==> config.mk <==
export PLATFORM = sky130hd
export DESIGN_NAME = rr_arbiter_8
export DESIGN_NICKNAME = d
export VERILOG_FILES = /design/src/rtl/rr_arb_pkg.sv /design/src/rtl/rr_pick8.sv /design/src/rtl/rr_arbiter_8.sv
export SDC_FILE = /design/constraint.sdc
export NUM_CORES = 1
export LEC_CHECK = 0
export CAP_MARGIN = 40
export CORE_ASPECT_RATIO = 0.6
export CORE_UTILIZATION = 50
export DETAILED_ROUTE_END_ITERATION = 8
export PLACE_DENSITY = 0.71
export SYNTH_ARGS = -nofsm -noshare
export SYNTH_HDL_FRONTEND = slang
export SYNTH_SLANG_ARGS = --single-unit
==> constraint.sdc <==
create_clock -name clk -period 4.98 [get_ports clk]
set_input_delay 0.996 -clock clk [delete_from_list [all_inputs] [get_ports clk]]
set_output_delay 0.996 -clock clk [all_outputs]
set_load 0.1 [all_outputs]
==> src/rtl/rr_arb_pkg.sv <==
// Shared constants and state encoding for the 8-way round-robin arbiter.
package rr_arb_pkg;

    localparam int N_REQ            = 8;   // requester count, tied to the 3-bit index
    localparam int IDX_W            = 3;   // grant index width
    localparam int MAX_HOLD_DEFAULT = 16;  // default cap on consecutive grant cycles
    localparam int HOLD_W_DEFAULT   = 8;   // default hold counter width

    typedef enum logic {
        IDLE  = 1'b0,
        GRANT = 1'b1
    } arb_state_t;

endpackage

==> src/rtl/rr_pick8.sv <==
// Combinational round-robin search: first set request at or above ptr, wrapping 7->0.
// Rotates the request vector so ptr lands on bit 0, priority-encodes the lowest
// set bit, then adds ptr back to recover the absolute index.
module rr_pick8
    import rr_arb_pkg::*;
(
    input  logic [N_REQ-1:0] req,
    input  logic [IDX_W-1:0] ptr,
    output logic             any,
    output logic [IDX_W-1:0] idx
);

    logic [N_REQ-1:0] rot;
    logic [IDX_W-1:0] off;

    // Rotation: rot[k] is the requester sitting k places above ptr (mod 8).
    genvar gi;
    generate
        for (gi = 0; gi < N_REQ; gi++) begin : g_rot
            logic [IDX_W-1:0] src;
            assign src     = IDX_W'(gi) + ptr;
            assign rot[gi] = req[src];
        end
    endgenerate

    // Priority encoder: scan from the top so the lowest set offset wins.
    always_comb begin
        off = '0;
        for (int k = N_REQ - 1; k >= 0; k--) begin
            if (rot[k]) begin
                off = IDX_W'(k);
            end
        end
    end

    assign any = |req;
    assign idx = off + ptr;   // 3-bit add wraps modulo 8

endmodule

==> src/rtl/rr_arbiter_8.sv <==
// Round-robin arbiter for 8 requesters with a hold-time limit.
// A grant lasts until the owner signals done, drops its request, or reaches
// MAX_HOLD cycles; every grant is followed by one idle cycle before the next.
module rr_arbiter_8
    import rr_arb_pkg::*;
#(
    parameter int MAX_HOLD = MAX_HOLD_DEFAULT,
    parameter int HOLD_W   = HOLD_W_DEFAULT
) (
    input  logic             clk,
    input  logic             rst_n,
    input  logic [N_REQ-1:0] i_req,
    input  logic             i_done,
    output logic [N_REQ-1:0] o_gnt,
    output logic [IDX_W-1:0] o_gnt_idx,
    output logic             o_gnt_valid,
    output logic             o_timeout
);

    localparam logic [HOLD_W-1:0] HOLD_LAST = HOLD_W'(MAX_HOLD - 1);

    arb_state_t        state_reg,   state_next;
    logic [N_REQ-1:0]  gnt_reg,     gnt_next;
    logic [IDX_W-1:0]  idx_reg,     idx_next;
    logic              valid_reg,   valid_next;
    logic              timeout_reg, timeout_next;
    logic [IDX_W-1:0]  ptr_reg,     ptr_next;
    logic [HOLD_W-1:0] hold_reg,    hold_next;

    logic              pick_any;
    logic [IDX_W-1:0]  pick_idx;
    logic              owner_req;
    logic              hold_hit;
    logic              grant_end;

    rr_pick8 u_pick (
        .req (i_req),
        .ptr (ptr_reg),
        .any (pick_any),
        .idx (pick_idx)
    );

    assign owner_req = i_req[idx_reg];
    assign hold_hit  = (hold_reg == HOLD_LAST);
    assign grant_end = i_done || !owner_req || hold_hit;

    // State, pointer, hold counter and output registers.
    always_ff @(posedge clk or negedge rst_n) begin
        if (!rst_n) begin
            state_reg   <= IDLE;
            gnt_reg     <= '0;
            idx_reg     <= '0;
            valid_reg   <= 1'b0;
            timeout_reg <= 1'b0;
            ptr_reg     <= '0;
            hold_reg    <= '0;
        end else begin
            state_reg   <= state_next;
            gnt_reg     <= gnt_next;
            idx_reg     <= idx_next;
            valid_reg   <= valid_next;
            timeout_reg <= timeout_next;
            ptr_reg     <= ptr_next;
            hold_reg    <= hold_next;
        end
    end

    // Next-state logic: pick a winner from IDLE, decide release in GRANT.
    always_comb begin
        state_next   = state_reg;
        gnt_next     = gnt_reg;
        idx_next     = idx_reg;
        valid_next   = valid_reg;
        timeout_next = 1'b0;
        ptr_next     = ptr_reg;
        hold_next    = hold_reg;

        case (state_reg)
            IDLE: begin
                if (pick_any) begin
                    state_next         = GRANT;
                    gnt_next           = '0;
                    gnt_next[pick_idx] = 1'b1;
                    idx_next           = pick_idx;
                    valid_next         = 1'b1;
                    hold_next          = '0;
                end
            end
            GRANT: begin
                if (grant_end) begin
                    state_next   = IDLE;
                    gnt_next     = '0;
                    idx_next     = '0;
                    valid_next   = 1'b0;
                    hold_next    = '0;
                    ptr_next     = idx_reg + 1'b1;
                    // Only flag a timeout when the hold limit was the sole cause.
                    timeout_next = !i_done && owner_req;
                end else if (hold_reg != '1) begin
                    hold_next = hold_reg + 1'b1;
                end
            end
            default: begin
                state_next = IDLE;
            end
        endcase
    end

    assign o_gnt       = gnt_reg;
    assign o_gnt_idx   = idx_reg;
    assign o_gnt_valid = valid_reg;
    assign o_timeout   = timeout_reg;

    // Grant vector is one-hot or zero and always matches the index/valid pair.
    a_gnt_onehot0: assert property (@(posedge clk) disable iff (!rst_n)
        $onehot0(o_gnt));
    a_gnt_consistent: assert property (@(posedge clk) disable iff (!rst_n)
        o_gnt == (o_gnt_valid ? (N_REQ'(1) << o_gnt_idx) : N_REQ'(0)));

endmodule

Yosys cells after proc, flatten, opt, wreduce, memory -nomap -nowiden. Cells that the tools add are included.

$add $sub $neg: 10. Magnitude comparators: 11. Eq/ne operators: 5. Mux-type cells: 46. Bitwise gates (word level): 1. Reductions and logical operators: 10.

Operators by type and width (number): 3-bit by 4-bit less-than comparator with 1-bit output (second input constant) (10); 8-bit two-way mux (5); 8-bit case mux with 2 select lines (2); 3-bit two-way mux (10); 1-bit binary-select mux with 3-bit select (9); 1-bit two-way mux (16); 3-bit adder (first input constant) (4); 8-bit by 1-bit adder with 8-bit output (second input constant) (1); 8-bit by 4-bit == test with 1-bit output (second input constant) (1); 8-bit inequality test (second input constant) (1); 8-bit OR reduction (1); 2-bit by 3-bit adder with 3-bit output (first input constant) (2); 3-bit case mux with 2 select lines (1); 2-bit AND reduction (3); 1-bit case mux with 2 select lines (2); 1-bit by 3-bit adder with 3-bit output (first input constant) (1); 3-bit by 1-bit adder with 3-bit output (second input constant) (1); 3-bit adder (1); 1-bit demux with 3-bit select (1); 3-bit by 1-bit >= comparator with 1-bit output (second input constant) (1); 3-bit by 1-bit inequality test with 1-bit output (second input constant) (1); 1-bit logical AND (2); 1-bit logical NOT (2); 1-bit logical OR (2); other kinds (3) (3).

Register bits: 25. Input bits: 11. Output and inout port bits: 13.

Longest topological paths before layout. Gate-level depths: netlist of the first run.

Word-level depth: 18. Mapped depth: 17. Mapped depth without buffers: 15.

Cells and area by module. From an unflattened synthesis of the first run, not the netlist that was laid out.

Cell total of the unflattened synthesis: 191. Area total of the unflattened synthesis: 1944.4 um^2.

Modules (own cells, without submodules): rr_arbiter_8 (instances 1, cells an instance 123, area an instance 1297.5 um^2, sequential area each 625.6 um^2); rr_pick8 (instances 1, cells an instance 68, area an instance 646.9 um^2, sequential area each 0.0 um^2).

Worst setup path before layout of the first run. No wires, ideal clock.

Path kind: register to register. From: register ptr_reg[0]. To: register gnt_reg[7], in the netlist o_gnt[7]. Arrival: 3.560 ns. Setup slack: 1.350 ns. Stages on the path, launching flop included: 16. Path buffers: 3. Period minus slack after synthesis: 3.630 ns. Cell sequence: dfrtp_1 buf_6 inv_2 ha_1 buf_4 mux4_2 mux2_2 nand2b_1 clkbuf_1 a32o_1 a22oi_1 fa_1 nand3b_1 nor2_1 o21ai_0 nand3_1.

Word-level cells in the longest chain between the ends: 18. Elaborated cells between the ends (all ways): 39. Those cells by class: add/sub (8); order compare (2); mux (28); reduce/logical (1).

RTL lines: from (decl) (line rr_arbiter_8.sv:27) `logic [IDX_W-1:0] ptr_reg, ptr_next;`; from (signal assigned) (line rr_arbiter_8.sv:63) `ptr_reg <= ptr_next;`; 3-bit adder (line rr_pick8.sv:21) `assign src = IDX_W'(gi) + ptr;`; 1-bit binary-select mux with 3-bit select (line rr_pick8.sv:22) `assign rot[gi] = req[src];`; 1-bit two-way mux (implied by the code) (line rr_pick8.sv:22); 3-bit two-way mux (8 in a row) (line rr_pick8.sv:30) `if (rot[k]) begin`; 3-bit adder (*) (line rr_pick8.sv:37) `assign idx = off + ptr;`; 3-bit by 4-bit less-than comparator with 1-bit output (implied by the code) / 3-bit by 1-bit >= comparator with 1-bit output (equally long branches) (line rr_arbiter_8.sv:83) `gnt_next[pick_idx] = 1'b1;`; 1-bit logical AND (implied by the code) (line rr_arbiter_8.sv:83); 1-bit two-way mux (implied by the code) (line rr_arbiter_8.sv:83); 1-bit demux with 3-bit select (*) (line rr_arbiter_8.sv:83); 8-bit two-way mux (*) (line rr_arbiter_8.sv:80) `if (pick_any) begin`; 8-bit case mux with 2 select lines (*) (line rr_arbiter_8.sv:78) `case (state_reg)`; to (signal assigned) (line rr_arbiter_8.sv:59) `gnt_reg <= gnt_next;`; to (decl) (line rr_arbiter_8.sv:23) `logic [N_REQ-1:0] gnt_reg, gnt_next;`.

Every way passes the cells marked *; elsewhere a longest branch is shown, timed or not. The select of a mux whose other input is x is not followed. A chain may end at the register's enable or synchronous reset.

Final worst setup path of the first run. Same ends and word-level chain as after synthesis.

==> results_dict.tcl, run 1 <==
set metrics [dict create \
    run_status "completed" \
    totalWireLength_um 4547 \
    synth_fp_nets 214 \
    routedWlPerCell_um 16.59 \
    fin_worst_skew_ns 0.002489 \
    cp.buffers_inverters 1 \
    place_area_sq_um 2439 \
    final_design_area_no_fill_sq_um 2485 \
    p_per_area_nw_per_um2 689.8 \
    startpoint_type "flip-flop" \
    clk_latency_ns 0.27 \
    antenna_cells 0 \
    num_vias 1667 \
    cp_slowest_cell "dfrtp_1" \
    path_clk_slew_ns 0.09 \
    nFillCells 262 \
    drt_pre_antenna_iters 4 \
    clock-sinks 25 \
    grt_usage 0.2345 \
    grt_start_max_net_pins 19 \
    worst_hold_path_type "reg2reg" \
    post_cts_resize_count 0 \
    drcViolationCount 0 \
    yosysWarningCount 0 \
    wl_met2_um 2061 \
    worst-path-max-fanout 10 \
    synth_edf_count 0 \
    dr.first_iter.drc_count 93 \
    antenna_left 0 \
    cp_slowest_stage_delay_ns 0.65 \
    dieArea_sq_um 4233 \
    area_delta_synth_final_pct 25.22 \
    hold_violations 0 \
    core-area_sq_um 3722 \
    syn-cell-area_sq_um 1984 \
    yosys_register_bits 25 \
    chipWidth_um 83.33 \
    ctsHoldBuffers 0 \
    antenna_found_initial 0 \
    worstHoldStart "o_gnt_valid" \
    gp_congestion 0.9268 \
    yosysSeqAreaShare 0.3153 \
    rsz0062_at_grt "no" \
    fin_hold_ws_ns 0.4877 \
    finalSetupViolations 0 \
    fin_nets 245 \
    post_cts_buffers 0 \
    cts_tree "built" \
    critical-path-top-delay-family "adder cells" \
    required_ns 5.19 \
    wl_met3_um 232 \
    grt_pass1_vias 1545 \
    mostFrequentLayoutCells "dfrtp_1 (25), nand2_1 (24), clkdlybuf4s50_1 (23), nand3_1 (18), nor2_1 (16)" \
    synth_cell_type_count 47 \
    io_buffers 23 \
    max-clock-path-buffers 2 \
    timing.final.crit_period_ns 4.332 \
    rows 17 \
    wl_met1_um 2239 \
    crit_arrival_ns 4.54 \
    cp_cell_sequence "inv_2 > ha_1 > mux4_2 > mux2_2 > nand2b_1 > a32o_1 > a22oi_1 > fa_1 > nand3b_1 > nor2_1 > nand3_1 > nand3_1" \
    hpwl_um 3550 \
    vias_per_cell 6.084 \
    avgSynthCellArea_sq_um 10.07 \
    drive_gt1_frac 0.1718 \
    utilization 0.6676 \
    numCtsBuffers 3 \
    grt_pass1_wl_um 7783 \
    relSlewSlack 0.5592 \
    worst-setup-path-type "reg2reg" \
    cts_root_buf "clkbuf_8" \
    io_pins 24 \
    overflow 0 \
    final.period_utilization 0.8698 \
    crit_top_cell "nand3_1" \
    h-tree-depth 1 \
    tns_ns 0 \
    end_kind "flip-flop" \
    leakagePower_nw 1.046 \
    drv_slew 0 \
    max_cap_violations 0 \
    dp_slack_ns 0.4785 \
    worst-slew-pin-transition_ns 0.6612 \
    final_common_cell "dfrtp_1" \
    ys.flop_type "dfrtp_1" \
    startpoint "ptr_reg[0]" \
    top_layer "met4" \
    start_util 0.5331 \
    die_h_um 50.80 \
    fin_ws_ns 0.6482 \
    r2r_start "ptr_reg[0]" \
    syn_inst 197 \
    synth-async-reset-ratio 1.000 \
    ir_worst_vdd_v 0.0004192 \
    max_clock_freq_mhz 230.9 \
]
per-stage QoR:
step | cells | power [mW]
after global routing | 274 | 1.833
after detailed placement | 270 | 1.589
after global placement | 256 | 1.464
after CTS | 274 | 1.716
final | 274 | 1.714
after floorplan | 197 | 1.284
final timing paths:
path | to | slack, ns | cells past startpoint
max | o_gnt[7] | 0.65 | 12
min | o_gnt_valid | 0.49 | 2
max reg2reg | o_gnt[7] | 0.65 | 12
min reg2reg | o_gnt_valid | 0.49 | 2
max in group asynchronous | state_reg | 3.51 | 2
min in group asynchronous | o_gnt[1] | 1.04 | 1
cells in the mapped netlist (all sizes together), types with 2 or more instances:
| master | instances | share of area |
|---|---|---|
| mux2i | 8 | 0.047 |
| nand4b | 2 | 0.0088 |
| nand3b | 2 | 0.0076 |
| nor3 | 2 | 0.0050 |
| o21ai | 13 | 0.035 |
| xor2 | 7 | 0.031 |
| and3 | 3 | 0.0095 |
| buf | 7 | 0.021 |
| nand2 | 24 | 0.045 |
| nand3 | 18 | 0.045 |
| nor2 | 16 | 0.030 |
| a21oi | 4 | 0.010 |
| nor4 | 5 | 0.016 |
| mux4 | 14 | 0.17 |
| xnor2 | 2 | 0.0088 |
| clkbuf | 4 | 0.0076 |
| nor2b | 3 | 0.0095 |
| ha | 5 | 0.032 |
| dfrtp | 25 | 0.32 |
| mux2 | 4 | 0.023 |
| inv | 6 | 0.011 |
| a32o | 4 | 0.021 |
| nand2b | 3 | 0.0095 |
| nand4 | 2 | 0.0095 |
layout make-up:
type                            instances  area (sq um)  share of cell area
Multi-Input combinational cell        155          1279              0.5146
Tap cell                               47         58.81             0.02367
Timing Repair Buffer                   37         452.9              0.1823
Clock buffer                            3         41.29             0.01662
Inverter                                6         22.52            0.009063
Sequential cell                        25         625.6              0.2518
Clock inverter                          1         5.005            0.002014
cells by family after synthesis:
family	Yosys count	synth area share
simple gates	86	0.2220
compound gates	28	0.1053
mux	26	0.2358
flops	25	0.3153
buf+inv	17	0.04035
xor+xnor	9	0.03972
fa+ha+maj	6	0.04161
tightest hold or removal path: stages (launching register included):
cell and delay [ns]:
dfrtp_1 0.35, nand2_1 0.05, nand2_1 0.05
per-layer routing:
| layer | global-route usage | vias to the layer above |
|---|---|---|
| met5 | 0 | - |
| met4 | 0.02586 | 0 |
| met3 | 0.03454 | 2 |
| met2 | 0.3675 | 56 |
| met1 | 0.3546 | 813 |
| li1 | - | 796 |
power breakdown:
group	internal (mW)	switching (mW)	total, mW	leakage (nW)
clock	0.0559	0.0642	0.120	0.0255
sequential	0.251	0.0854	0.336	0.333
combinational	0.527	0.731	1.26	0.687
total	0.833	0.881	1.71	1.05
Power figures use the tool's default switching activity.
==> inputs of run 2 (changes only) <==
- CORE_UTILIZATION: 50 -> 30
- PLACE_DENSITY: 0.71 -> 0.46
==> run 2 against run 1 <==
Effect of this change:
- via count decreased by 2.8%
- count of clock-buffer cells in the layout unchanged
- register-to-register slack improved by 0.29 ns
- largest power group unchanged
- utilization decreased by 26 points
- final cell count increased by 14%
- first-iteration DRC count decreased by 2.2%
- combinational power about the same
- global-route usage decreased by 8.7 points
==> results_dict.tcl, run 2 (same netlist as run 1, synthesis figures left out) <==
set metrics [dict create \
    h-tree-depth 1 \
    overflow 0 \
    max_clock_freq_mhz 235.1 \
    hpwl_um 3553 \
    tns_ns 0 \
    place_area_sq_um 2480 \
    timing.final.crit_period_ns 4.253 \
    drive_gt1_frac 0.1790 \
    r2r_start "ptr_reg[1]" \
    routedWlPerCell_um 14.83 \
    chipWidth_um 107.0 \
    path_clk_slew_ns 0.10 \
    finalSetupViolations 0 \
    grt_start_max_net_pins 26 \
    p_comb_frac 0.739 \
    p_int_mw 0.8458 \
    dieArea_sq_um 6955 \
    gp_congestion 0.7339 \
    dp_cells 309 \
    cp_slowest_stage_delay_ns 0.67 \
    worst-path-max-fanout 7 \
    grt_pass1_wl_um 8086 \
    drt_pre_antenna_iters 4 \
    io_buffers 23 \
    core-area_sq_um 6248 \
    final_common_cell "dfrtp_1" \
    p_per_area_nw_per_um2 679.6 \
    required_ns 5.15 \
    ctsHoldBuffers 0 \
    met3_usage 0.03018 \
    antenna_cells 0 \
    worstHoldStart "o_gnt[0]" \
    totalWireLength_um 4642 \
    cts_tree "built" \
    use_met2 0.1992 \
    num_vias 1620 \
    run_status "completed" \
    worst-setup-path-type "in2reg" \
    clk_latency_ns 0.27 \
    cp.buffers_inverters 2 \
    p_switching_mw 0.8711 \
    relSlewSlack 0.5491 \
    seq_power_share 0.187 \
    utilization 0.4043 \
    finalPower_mw 1.717 \
    cp_slowest_cell "mux4_1" \
    worst-slew-pin-transition_ns 0.6764 \
    dr.first_iter.drc_count 91 \
    clock-sinks 25 \
    mostFrequentLayoutCells "dfrtp_1 (25), nand2_1 (24), clkdlybuf4s50_1 (23), nand3_1 (18), nor2_1 (16)" \
    swShare 0.5074 \
    clockPowerShare 0.073 \
    max_cap_violations 0 \
    gr-usage-met1 0.2431 \
    grt_usage 0.1479 \
    leakagePower_nw 1.047 \
    die_h_um 65 \
    top_usage_layer "met1" \
    worst_hold_path_type "reg2reg" \
    post_cts_buffers 0 \
    antenna_left 0 \
    final.period_utilization 0.8540 \
    numCtsBuffers 3 \
    rsz0062_at_grt "no" \
    drcViolationCount 0 \
    startpoint "i_req[6]" \
    hold_violations 0 \
    critical-path-top-delay-family "compound AO/OA/AOI/OAI gates" \
    ir_worst_vdd_v 0.0003825 \
    area_delta_synth_final_pct 27.30 \
    drv_slew 0 \
    post_cts_resize_count 0 \
    final_cells 313 \
    cp_cell_sequence "clkdlybuf4s50_1 > mux4_1 > nor2_1 > a21oi_1 > o21ai_0 > nand2_1 > a221oi_1 > ha_1 > inv_1 > fa_1 > xnor2_1 > nand3_1 > a32o_1" \
    fin_ws_ns 0.7269 \
    rows 22 \
    antenna_found_initial 0 \
    grt_pass1_vias 1525 \
    max-clock-path-buffers 2 \
    fin_nets 247 \
    io_pins 24 \
    dp_slack_ns 0.4462 \
    start_util 0.3176 \
    startpoint_type "input pin" \
    vias_per_cell 5.176 \
    final_design_area_no_fill_sq_um 2526 \
    fin_worst_skew_ns 0.004927 \
    fin_hold_ws_ns 0.4957 \
    crit_arrival_ns 4.42 \
    end_kind "flip-flop" \
    cts_root_buf "clkbuf_8" \
]
-- run 2: area by class of cell --
| cell class | count | area, sq um |
|---|---|---|
| fill | 618 | 3722 |
| multi-input combinational | 155 | 1279 |
| sequential | 25 | 625.6 |
| timing repair buffer | 39 | 447.9 |
| tap | 84 | 105.1 |
| clock buffer | 3 | 41.29 |
| inverter | 6 | 22.52 |
| clock inverter | 1 | 5.005 |
-- run 2: worst paths after layout --
kind | end | depth (start not counted) | slack (ns)
setup / recovery | o_gnt_idx[2] | 13 | 0.73
hold reg to reg | o_gnt[0] | 2 | 0.50
max in group asynchronous | o_gnt_idx[1] | 2 | 3.65
setup reg to reg | o_gnt_idx[2] | 14 | 0.94
hold / removal | o_gnt[0] | 2 | 0.50
min in group asynchronous | o_gnt[0] | 2 | 1.08
-- run 2: worst register-to-register path: cells and delay by family (launching register included) --
kind	cells	cell delay [ns]
AOI/OAI and AO/OA	3	0.62
xor gates and xnor gates	1	0.37
adders and majority gates	3	1.08
buffers and inverters	2	0.21
DFF	1	0.60
muxes	2	0.68
and+or+nand+nor	3	0.37
-- run 2: power by group through the flow --
stage	Clock, mW	Sequential [mW]	Combinational [mW]
finish	0.126	0.322	1.27
CTS	0.128	0.322	1.28
global route	0.138	0.332	1.40
floorplan	0	0.458	0.825
detailed placement	0	0.327	1.28
global placement	0	0.327	1.20
-- run 2: routing by layer --
metal / vias up / wire (um)
li1: 805 / -
met5: - / 0
met4: 0 / 8
met3: 2 / 198
met1: 779 / 2708
met2: 34 / 1726
==> inputs of run 3 (changes only) <==
- GPL_ROUTABILITY_DRIVEN: default -> 0
==> results of run 3 <==
Final layout, timing and power as in run 2 (identical DEF).
